**src/rtl/id_ex_pipe_reg_pkg.sv**
```systemverilog
// id_ex_pipe_reg_pkg
//   Shared definitions for the ID/EX pipeline register slice:
//   control-bundle length and bit positions, SWAP sequencer state
//   encodings, and the helper that strips side effects from a bundle
//   whose condition check failed.
package id_ex_pipe_reg_pkg;

  localparam int CTRL_BUNDLE_LEN = 8;
  localparam int CTRL_OUT_LEN    = CTRL_BUNDLE_LEN - 1;

  // Bit positions inside ctrl_in (MSB first)
  localparam int CTRL_MEM_READ   = 7;
  localparam int CTRL_MEM_WRITE  = 6;
  localparam int CTRL_WB_EN      = 5;
  localparam int CTRL_BRANCH     = 4;
  localparam int CTRL_STATUS_WE  = 3;
  localparam int CTRL_IMM        = 2;
  localparam int CTRL_CHOOSE_RN  = 1;
  localparam int CTRL_SWAP2      = 0;

  typedef enum logic {
    SWAP_IDLE   = 1'b0,
    SWAP_SECOND = 1'b1
  } swap_state_e;

  // Drops the swap bit and, on a failed condition, clears every bit that
  // would cause an architectural side effect. The immediate and
  // choose_rn flags only steer the datapath, so they pass through.
  // Output index is input index minus one because bit 0 is removed.
  function automatic logic [CTRL_OUT_LEN-1:0] gate_ctrl(
    input logic [CTRL_BUNDLE_LEN-1:0] ctrl,
    input logic                       cond_pass
  );
    logic [CTRL_OUT_LEN-1:0] v;
    v = ctrl[CTRL_BUNDLE_LEN-1:1];
    if (!cond_pass) begin
      v[CTRL_MEM_READ-1]  = 1'b0;
      v[CTRL_MEM_WRITE-1] = 1'b0;
      v[CTRL_WB_EN-1]     = 1'b0;
      v[CTRL_BRANCH-1]    = 1'b0;
      v[CTRL_STATUS_WE-1] = 1'b0;
    end
    return v;
  endfunction

endpackage

```
**src/rtl/id_ex_pipe_reg_if.sv**
```systemverilog
// id_ex_pipe_reg_if
//   Bundles the decode-side inputs and execute-side outputs of the ID/EX
//   pipeline register.
//   master : decode/hazard side (drives *_in, freeze, flush, cond_pass)
//   slave  : the pipeline register (drives *_out, valid, swap, stop_if)
interface id_ex_pipe_reg_if #(
  parameter int DATA_W     = 32,
  parameter int EXEC_CMD_W = 4,
  parameter int REG_ADDR_W = 4
) ();
  import id_ex_pipe_reg_pkg::*;

  logic                       freeze;
  logic                       flush;
  logic                       cond_pass;
  logic [EXEC_CMD_W-1:0]      execute_command_in;
  logic [CTRL_BUNDLE_LEN-1:0] ctrl_in;
  logic [DATA_W-1:0]          pc_in;
  logic [DATA_W-1:0]          val_rn_in;
  logic [DATA_W-1:0]          val_rm_in;
  logic [11:0]                shift_operand_in;
  logic [23:0]                signed_imm_24_in;
  logic [REG_ADDR_W-1:0]      rn_idx_in;
  logic [REG_ADDR_W-1:0]      dest_in;
  logic [3:0]                 status_in;

  logic [EXEC_CMD_W-1:0]      execute_command_out;
  logic [CTRL_OUT_LEN-1:0]    ctrl_out;
  logic [DATA_W-1:0]          pc_out;
  logic [DATA_W-1:0]          val_rn_out;
  logic [DATA_W-1:0]          val_rm_out;
  logic [11:0]                shift_operand_out;
  logic [23:0]                signed_imm_24_out;
  logic [REG_ADDR_W-1:0]      dest_out;
  logic [3:0]                 status_out;
  logic                       valid_out;
  logic                       swap_2_state;
  logic                       stop_if;

  modport master (
    output freeze, flush, cond_pass, execute_command_in, ctrl_in, pc_in,
           val_rn_in, val_rm_in, shift_operand_in, signed_imm_24_in,
           rn_idx_in, dest_in, status_in,
    input  execute_command_out, ctrl_out, pc_out, val_rn_out, val_rm_out,
           shift_operand_out, signed_imm_24_out, dest_out, status_out,
           valid_out, swap_2_state, stop_if
  );

  modport slave (
    input  freeze, flush, cond_pass, execute_command_in, ctrl_in, pc_in,
           val_rn_in, val_rm_in, shift_operand_in, signed_imm_24_in,
           rn_idx_in, dest_in, status_in,
    output execute_command_out, ctrl_out, pc_out, val_rn_out, val_rm_out,
           shift_operand_out, signed_imm_24_out, dest_out, status_out,
           valid_out, swap_2_state, stop_if
  );

endinterface

```
**src/rtl/id_ex_pipe_reg_swap_sequencer.sv**
```systemverilog
// id_ex_pipe_reg_swap_sequencer
//   Two-state sequencer for the two-pass SWAP instruction.
//   clk, rst (async, active-low)
//   freeze, flush    : pipeline control (flush wins over freeze)
//   cond_pass        : condition result of the instruction being captured
//   swap_req         : swap_2_out bit of the instruction being captured
//   swap_2_state     : second pass pending, fed back to the control unit
//   stop_if          : hold PC and IF/ID while the second pass issues
module id_ex_pipe_reg_swap_sequencer
  import id_ex_pipe_reg_pkg::*;
(
  input  logic clk,
  input  logic rst,
  input  logic freeze,
  input  logic flush,
  input  logic cond_pass,
  input  logic swap_req,
  output logic swap_2_state,
  output logic stop_if
);

  swap_state_e state_q;
  swap_state_e state_d;

  always_ff @(posedge clk or negedge rst) begin
    if (!rst) begin
      state_q <= SWAP_IDLE;
    end else begin
      state_q <= state_d;
    end
  end

  // The second pass leaves SWAP2 on its own capture regardless of what
  // it carries, so back-to-back SWAPs can never overlap.
  always_comb begin
    state_d = state_q;
    if (flush) begin
      state_d = SWAP_IDLE;
    end else if (!freeze) begin
      case (state_q)
        SWAP_IDLE:   if (swap_req && cond_pass) state_d = SWAP_SECOND;
        SWAP_SECOND: state_d = SWAP_IDLE;
        default:     state_d = SWAP_IDLE;
      endcase
    end
  end

  // Both outputs decode straight from the state flop: no input-to-output
  // combinational path into the fetch stage.
  assign swap_2_state = (state_q == SWAP_SECOND);
  assign stop_if      = (state_q == SWAP_SECOND);

endmodule

```
**src/rtl/id_ex_pipe_reg.sv**
```systemverilog
// id_ex_pipe_reg
//   Pipeline register between decode and execute. Captures control
//   bundle, operands and immediates each cycle, with freeze (hold) and
//   flush (squash) control, condition-fail side-effect killing, and the
//   two-pass SWAP sequencer.
//   clk, rst (async, active-low)
//   bus : id_ex_pipe_reg_if.slave carrying all decode inputs and
//         execute-side outputs
module id_ex_pipe_reg
  import id_ex_pipe_reg_pkg::*;
#(
  parameter int DATA_W     = 32,
  parameter int EXEC_CMD_W = 4,
  parameter int REG_ADDR_W = 4
) (
  input  logic               clk,
  input  logic               rst,
  id_ex_pipe_reg_if.slave    bus
);

  logic [EXEC_CMD_W-1:0]   cmd_q;
  logic [CTRL_OUT_LEN-1:0] ctrl_q;
  logic [DATA_W-1:0]       pc_q;
  logic [DATA_W-1:0]       rn_q;
  logic [DATA_W-1:0]       rm_q;
  logic [11:0]             shift_q;
  logic [23:0]             imm_q;
  logic [REG_ADDR_W-1:0]   dest_q;
  logic [3:0]              status_q;
  logic                    valid_q;
  logic [REG_ADDR_W-1:0]   dest_sel;

  assign dest_sel = bus.ctrl_in[CTRL_CHOOSE_RN] ? bus.rn_idx_in : bus.dest_in;

  // On flush only the fields that can cause side effects are cleared;
  // the datapath keeps capturing since nothing downstream consumes it.
  always_ff @(posedge clk or negedge rst) begin
    if (!rst) begin
      cmd_q    <= '0;
      ctrl_q   <= '0;
      pc_q     <= '0;
      rn_q     <= '0;
      rm_q     <= '0;
      shift_q  <= '0;
      imm_q    <= '0;
      dest_q   <= '0;
      status_q <= '0;
      valid_q  <= 1'b0;
    end else if (bus.flush || !bus.freeze) begin
      pc_q     <= bus.pc_in;
      rn_q     <= bus.val_rn_in;
      rm_q     <= bus.val_rm_in;
      shift_q  <= bus.shift_operand_in;
      imm_q    <= bus.signed_imm_24_in;
      dest_q   <= dest_sel;
      status_q <= bus.status_in;
      if (bus.flush) begin
        cmd_q   <= '0;
        ctrl_q  <= '0;
        valid_q <= 1'b0;
      end else begin
        cmd_q   <= bus.execute_command_in;
        ctrl_q  <= gate_ctrl(bus.ctrl_in, bus.cond_pass);
        valid_q <= bus.cond_pass;
      end
    end
  end

  id_ex_pipe_reg_swap_sequencer u_swap_seq (
    .clk          (clk),
    .rst          (rst),
    .freeze       (bus.freeze),
    .flush        (bus.flush),
    .cond_pass    (bus.cond_pass),
    .swap_req     (bus.ctrl_in[CTRL_SWAP2]),
    .swap_2_state (bus.swap_2_state),
    .stop_if      (bus.stop_if)
  );

  assign bus.execute_command_out = cmd_q;
  assign bus.ctrl_out            = ctrl_q;
  assign bus.pc_out              = pc_q;
  assign bus.val_rn_out          = rn_q;
  assign bus.val_rm_out          = rm_q;
  assign bus.shift_operand_out   = shift_q;
  assign bus.signed_imm_24_out   = imm_q;
  assign bus.dest_out            = dest_q;
  assign bus.status_out          = status_q;
  assign bus.valid_out           = valid_q;

endmodule

```
**src/flat_wrapper.sv**
```systemverilog
// flat-port wrapper written by rule: the top's interface ports become plain ports
module id_ex_pipe_reg_flat import id_ex_pipe_reg_pkg::*;
#(
  parameter int DATA_W     = 32,
  parameter int EXEC_CMD_W = 4,
  parameter int REG_ADDR_W = 4
)
  (clk, rst, bus_freeze, bus_flush, bus_cond_pass, bus_execute_command_in, bus_ctrl_in, bus_pc_in, bus_val_rn_in, bus_val_rm_in, bus_shift_operand_in, bus_signed_imm_24_in, bus_rn_idx_in, bus_dest_in, bus_status_in, bus_execute_command_out, bus_ctrl_out, bus_pc_out, bus_val_rn_out, bus_val_rm_out, bus_shift_operand_out, bus_signed_imm_24_out, bus_dest_out, bus_status_out, bus_valid_out, bus_swap_2_state, bus_stop_if);
  id_ex_pipe_reg_if #(.DATA_W(DATA_W), .EXEC_CMD_W(EXEC_CMD_W), .REG_ADDR_W(REG_ADDR_W)) bus_i ();
  input  logic clk;
  input  logic rst;
  input wire logic [$bits(bus_i.freeze)-1:0] bus_freeze;
  input wire logic [$bits(bus_i.flush)-1:0] bus_flush;
  input wire logic [$bits(bus_i.cond_pass)-1:0] bus_cond_pass;
  input wire logic [$bits(bus_i.execute_command_in)-1:0] bus_execute_command_in;
  input wire logic [$bits(bus_i.ctrl_in)-1:0] bus_ctrl_in;
  input wire logic [$bits(bus_i.pc_in)-1:0] bus_pc_in;
  input wire logic [$bits(bus_i.val_rn_in)-1:0] bus_val_rn_in;
  input wire logic [$bits(bus_i.val_rm_in)-1:0] bus_val_rm_in;
  input wire logic [$bits(bus_i.shift_operand_in)-1:0] bus_shift_operand_in;
  input wire logic [$bits(bus_i.signed_imm_24_in)-1:0] bus_signed_imm_24_in;
  input wire logic [$bits(bus_i.rn_idx_in)-1:0] bus_rn_idx_in;
  input wire logic [$bits(bus_i.dest_in)-1:0] bus_dest_in;
  input wire logic [$bits(bus_i.status_in)-1:0] bus_status_in;
  output wire logic [$bits(bus_i.execute_command_out)-1:0] bus_execute_command_out;
  output wire logic [$bits(bus_i.ctrl_out)-1:0] bus_ctrl_out;
  output wire logic [$bits(bus_i.pc_out)-1:0] bus_pc_out;
  output wire logic [$bits(bus_i.val_rn_out)-1:0] bus_val_rn_out;
  output wire logic [$bits(bus_i.val_rm_out)-1:0] bus_val_rm_out;
  output wire logic [$bits(bus_i.shift_operand_out)-1:0] bus_shift_operand_out;
  output wire logic [$bits(bus_i.signed_imm_24_out)-1:0] bus_signed_imm_24_out;
  output wire logic [$bits(bus_i.dest_out)-1:0] bus_dest_out;
  output wire logic [$bits(bus_i.status_out)-1:0] bus_status_out;
  output wire logic [$bits(bus_i.valid_out)-1:0] bus_valid_out;
  output wire logic [$bits(bus_i.swap_2_state)-1:0] bus_swap_2_state;
  output wire logic [$bits(bus_i.stop_if)-1:0] bus_stop_if;
  assign bus_i.freeze = bus_freeze;
  assign bus_i.flush = bus_flush;
  assign bus_i.cond_pass = bus_cond_pass;
  assign bus_i.execute_command_in = bus_execute_command_in;
  assign bus_i.ctrl_in = bus_ctrl_in;
  assign bus_i.pc_in = bus_pc_in;
  assign bus_i.val_rn_in = bus_val_rn_in;
  assign bus_i.val_rm_in = bus_val_rm_in;
  assign bus_i.shift_operand_in = bus_shift_operand_in;
  assign bus_i.signed_imm_24_in = bus_signed_imm_24_in;
  assign bus_i.rn_idx_in = bus_rn_idx_in;
  assign bus_i.dest_in = bus_dest_in;
  assign bus_i.status_in = bus_status_in;
  assign bus_execute_command_out = bus_i.execute_command_out;
  assign bus_ctrl_out = bus_i.ctrl_out;
  assign bus_pc_out = bus_i.pc_out;
  assign bus_val_rn_out = bus_i.val_rn_out;
  assign bus_val_rm_out = bus_i.val_rm_out;
  assign bus_shift_operand_out = bus_i.shift_operand_out;
  assign bus_signed_imm_24_out = bus_i.signed_imm_24_out;
  assign bus_dest_out = bus_i.dest_out;
  assign bus_status_out = bus_i.status_out;
  assign bus_valid_out = bus_i.valid_out;
  assign bus_swap_2_state = bus_i.swap_2_state;
  assign bus_stop_if = bus_i.stop_if;
  id_ex_pipe_reg #(.DATA_W(DATA_W), .EXEC_CMD_W(EXEC_CMD_W), .REG_ADDR_W(REG_ADDR_W)) u_core (.clk(clk), .rst(rst), .bus(bus_i));
endmodule
```
**config.mk**
```make
export PLATFORM = sky130hd
export DESIGN_NAME = id_ex_pipe_reg_flat
export DESIGN_NICKNAME = d
export VERILOG_FILES = /design/src/rtl/id_ex_pipe_reg_pkg.sv /design/src/rtl/id_ex_pipe_reg_if.sv /design/src/rtl/id_ex_pipe_reg_swap_sequencer.sv /design/src/rtl/id_ex_pipe_reg.sv /design/src/flat_wrapper.sv
export SDC_FILE = /design/constraint.sdc
export NUM_CORES = 1
export LEC_CHECK = 0
export CORE_ASPECT_RATIO = 1.1
export CORE_UTILIZATION = 40
export DETAILED_ROUTE_END_ITERATION = 7
export HOLD_SLACK_MARGIN = 0.12
export PLACE_DENSITY_LB_ADDON = 0.3
export REMOVE_ABC_BUFFERS = 1
export SYNTH_ARGS = -nofsm -noshare
export SYNTH_HDL_FRONTEND = slang
export SYNTH_SLANG_ARGS = --single-unit
```
**constraint.sdc**
```tcl
create_clock -name clk -period 1 [get_ports clk]
set_clock_uncertainty 0.15 [all_clocks]
set_input_delay 0.15 -clock clk [delete_from_list [all_inputs] [get_ports clk]]
set_output_delay 0.15 -clock clk [all_outputs]
set_load 0.005 [all_outputs]
```
==> results of run 1 <==
## per-stage QoR
step | utilization | TNS, ns | hold WS, ns | cells
2_1_floorplan | - | -169.27 | -0.296 | 330
3_3_place_gp | 0.658 | -131.93 | -0.125 | 893
3_5_place_dp | 0.658 | -137.01 | -0.124 | 893
4_1_cts | 0.706 | -39.19 | 0.00228 | 998
5_1_grt | 0.723 | -44.76 | 0.0130 | 1015
6_report | 0.723 | -37.82 | 0.00112 | 1015
## worst paths after layout
check	from	to	slack, ns	cells past startpoint
max in group asynchronous	rst	u_core.bus.valid_out	0.21	3
hold reg to reg	u_core.bus.pc_out[0]	u_core.bus.pc_out[0]	0.36	1
min in group clk	bus_freeze	u_core.bus.ctrl_out[2]	0.10	4
hold / removal	rst	u_core.bus.signed_imm_24_out[8]	0.001	2
setup reg to reg	u_core.u_swap_seq.stop_if	u_core.u_swap_seq.stop_if	-0.29	5
setup / recovery	u_core.u_swap_seq.stop_if	bus_swap_2_state	-0.34	2
## power groups by stage
stage | registers, W | clock network [W] | logic (W)
2_1_floorplan | 0.00711 | 0 | 0.000939
3_3_place_gp | 0.00709 | 0 | 0.00313
3_5_place_dp | 0.00710 | 0 | 0.00321
4_1_cts | 0.00698 | 0.00687 | 0.00322
5_1_grt | 0.00707 | 0.00715 | 0.00357
6_report | 0.00701 | 0.00677 | 0.00336
## cells by family after synthesis
group,Yosys count
flip-flops,153
AO/OA/AOI/OAI,6
multiplexers,151
AND/OR/NAND/NOR,20
buffers and inverters,20
## metal layers
| metal | up-vias | routed length, microns | GRT usage | share of wire |
|---|---|---|---|---|
| met2 | 197 | 9920 | 0.416 | 0.53 |
| met4 | 0 | 509 | 0.0953 | 0.027 |
| met3 | 41 | 1390 | 0.0698 | 0.075 |
| met5 | - | 0 | 0 | 0 |
| met1 | 2314 | 6800 | 0.254 | 0.37 |
| li1 | 2136 | - | - | - |
## worst max-delay path: stages (launching register included)
cell and delay [ns]:
dfrtp_1 0.40, buf_6 0.13, buf_6 0.10
## sequential cells by signal (all words and copies together), names as in the netlist
signal and flops:
u_core.bus.signed_imm_24_out 24, u_core.bus.valid_out 1, u_core.bus.shift_operand_out 12, u_core.bus.dest_out 4, u_core.bus.execute_command_out 4, u_core.bus.val_rn_out 32
u_core.bus.status_out 4, u_core.u_swap_seq.stop_if 1, u_core.bus.pc_out 32, u_core.bus.ctrl_out 7, u_core.bus.val_rm_out 32
## placed cells by master (no fill, tap or decap), types with 2 or more instances in the layout
cell / synthesis / routed
clkinv_4: 0 / 3
clkbuf_1: 1 / 3
clkbuf_16: 0 / 17
mux2_2: 44 / 36
buf_2: 6 / 151
clkdlybuf4s50_1: 0 / 156
nand2_1: 6 / 2
dlygate4sd3_1: 0 / 2
clkinv_2: 0 / 2
buf_12: 0 / 16
nor2_1: 7 / 7
nand2_2: 0 / 4
nand3b_1: 5 / 5
a21oi_2: 0 / 4
mux2i_1: 7 / 7
buf_4: 1 / 61
mux2_4: 100 / 108
bufinv_16: 0 / 4
clkinvlp_4: 0 / 2
dfrtp_1: 153 / 153
a21oi_1: 6 / 2
buf_8: 11 / 4
buf_16: 0 / 5
buf_6: 1 / 61
## layout make-up
class                           instances  area, sq um
Clock buffer                           21          450
Clock inverter                         11          171
Fill cell                            1012         4200
Multi-Input combinational cell        177         2260
Sequential cell                       153         3830
Tap cell                              196          245
Timing Repair Buffer                  457         4010
## repair_timing
| item | in CTS | in global routing |
|---|---|---|
| hold endpoints to repair | 166 | 19 |
| setup endpoints to repair | 303 | 247 |
| resized for setup | 663 | 57 |
| pin swaps | 0 | 4 |
| buffers inserted | 75 | 41 |
| cloned | 7 | 0 |
==> flow_summary.yaml, run 1 <==
outcome:
  outcome: "complete, but fails checks"
  violations: "negative setup slack"
die:
  fp.dieArea_sq_um: 16100
  io_pins: 315
  start_util: 0.412
  fp.coreArea_sq_um: 15200
  die_height_microns: 133
  rows: 47
  die_w_microns: 121
synth:
  synthMuxAreaShare: 0.330
  synth.most_common_cell: "dfrtp_1"
  synth_area_leaders: "dfrtp_1 (61%), mux2_4 (24%), mux2_2 (7.9%)"
  yosysUniqueCellTypes: 15
  synth_warnings: 0
  synth_edf_count: 0
  synth_common_cells: "dfrtp_1 (153), mux2_4 (100), mux2_2 (44)"
  synth_adder_area_share: 0
  synthXorXnorAreaFrac: 0
  yosysSeqAreaShare: 0.612
  netlist.area_leader.share: 0.612
  synth_compound_area_frac: 0.00480
  syn_inst: 350
  synth-async-reset-ratio: 1.00
  synth_area_sq_um: 6250
  ys_ff_latch: 153
  synth_top_family_by_area: "multiplexers"
  synth_simple_gate_area_frac: 0.0178
  synth_top_area_cell: "dfrtp_1"
  synth_ff_type: "dfrtp_1"
  avgSynthCellArea_sq_um: 17.9
pwr:
  p_clk_frac: 0.395
  p_leak_nw: 5.46
  peakVddDrop_mv: 1.22
  swShare: 0.227
  switchingPower_w: 0.00389
  pwr-share-seq: 0.409
  internal-power_w: 0.0132
  power_w: 0.0171
  pwr-share-comb: 0.196
  powerDensity_nw_per_um2: 1560
global_route:
  antenna_found_initial: 0
  grt_max_degree: 38
  grtUsageTotal: 0.232
  grt_overflow: 0
  grt_pass1_vias: 5232
  grt_pass1_wl_mm: 28.1
clock_tree:
  cts_hold_buf: 2
  cts_buffer_depth: 2
  clk_latency_ns: 0.41
  cts_root_buf: "clkbuf_16"
  cts_tree: "built"
  htreeDepth: 4
  numCtsBuffers: 17
  clock_sinks: 153
  clk_pin_slew_worst_paths_ns: 0.06
sta:
  period_needed_ns: 1.34
  min_period_over_period: 1.34
  worstMarginPinSlew_ns: 0.257
  worst_slack_ns: -0.336
  slew_headroom: 0.828
  setup_viol: 240
  final_hold_viol_count: 0
  rsz0062_at_grt: "yes"
  drv_slew: 0
  clock.fmax_ghz: 0.748
detailed_routing:
  drt_first_pass_iters: 4
  drtIter0Drc: 131
  vias: 4688
  avgRoutedWirePerCell_microns: 18.3
  drc: 0
  drtAntennaViolNets: 0
  routed_wl_mm: 18.6
  via_per_inst: 4.62
worst_hold_path:
  hp-class: "input port to async pin"
layout:
  insertedDiodeCount: 0
  drive_gt1_frac: 0.586
  finalNetCount: 967
  fin_area_sq_um: 11000
  syn2layout_area_growth_pct: 75.4
job:
  max_cap_violations: 0
worst_setup_path:
  worst_setup_path_start_kind: "register"
  cp_max_fo: 2
  arrival_ns: 1.04
  crit_path_end_kind: "output pin"
  cp.required_ns: 0.70
  critPathKind: "register to output pin"
placed_design:
  portBuffers: 314
  finalWeightedCongestion: 0.790
  place_ws_ns: -0.855
  place_area_sq_um: 9990
  hpwl_mm: 12.6
Power figures use the tool's default switching activity.
==> run 2, diff against run 1 <==
CTS_CLUSTER_SIZE = 28   (was unset)
==> results of run 2 <==
Final layout, timing and power as in run 1 (identical DEF).
==> run 3, diff against run 2 <==
GPL_ROUTABILITY_DRIVEN = 0   (was unset)
==> results of run 3 <==
Final layout, timing and power as in run 1 (identical DEF).
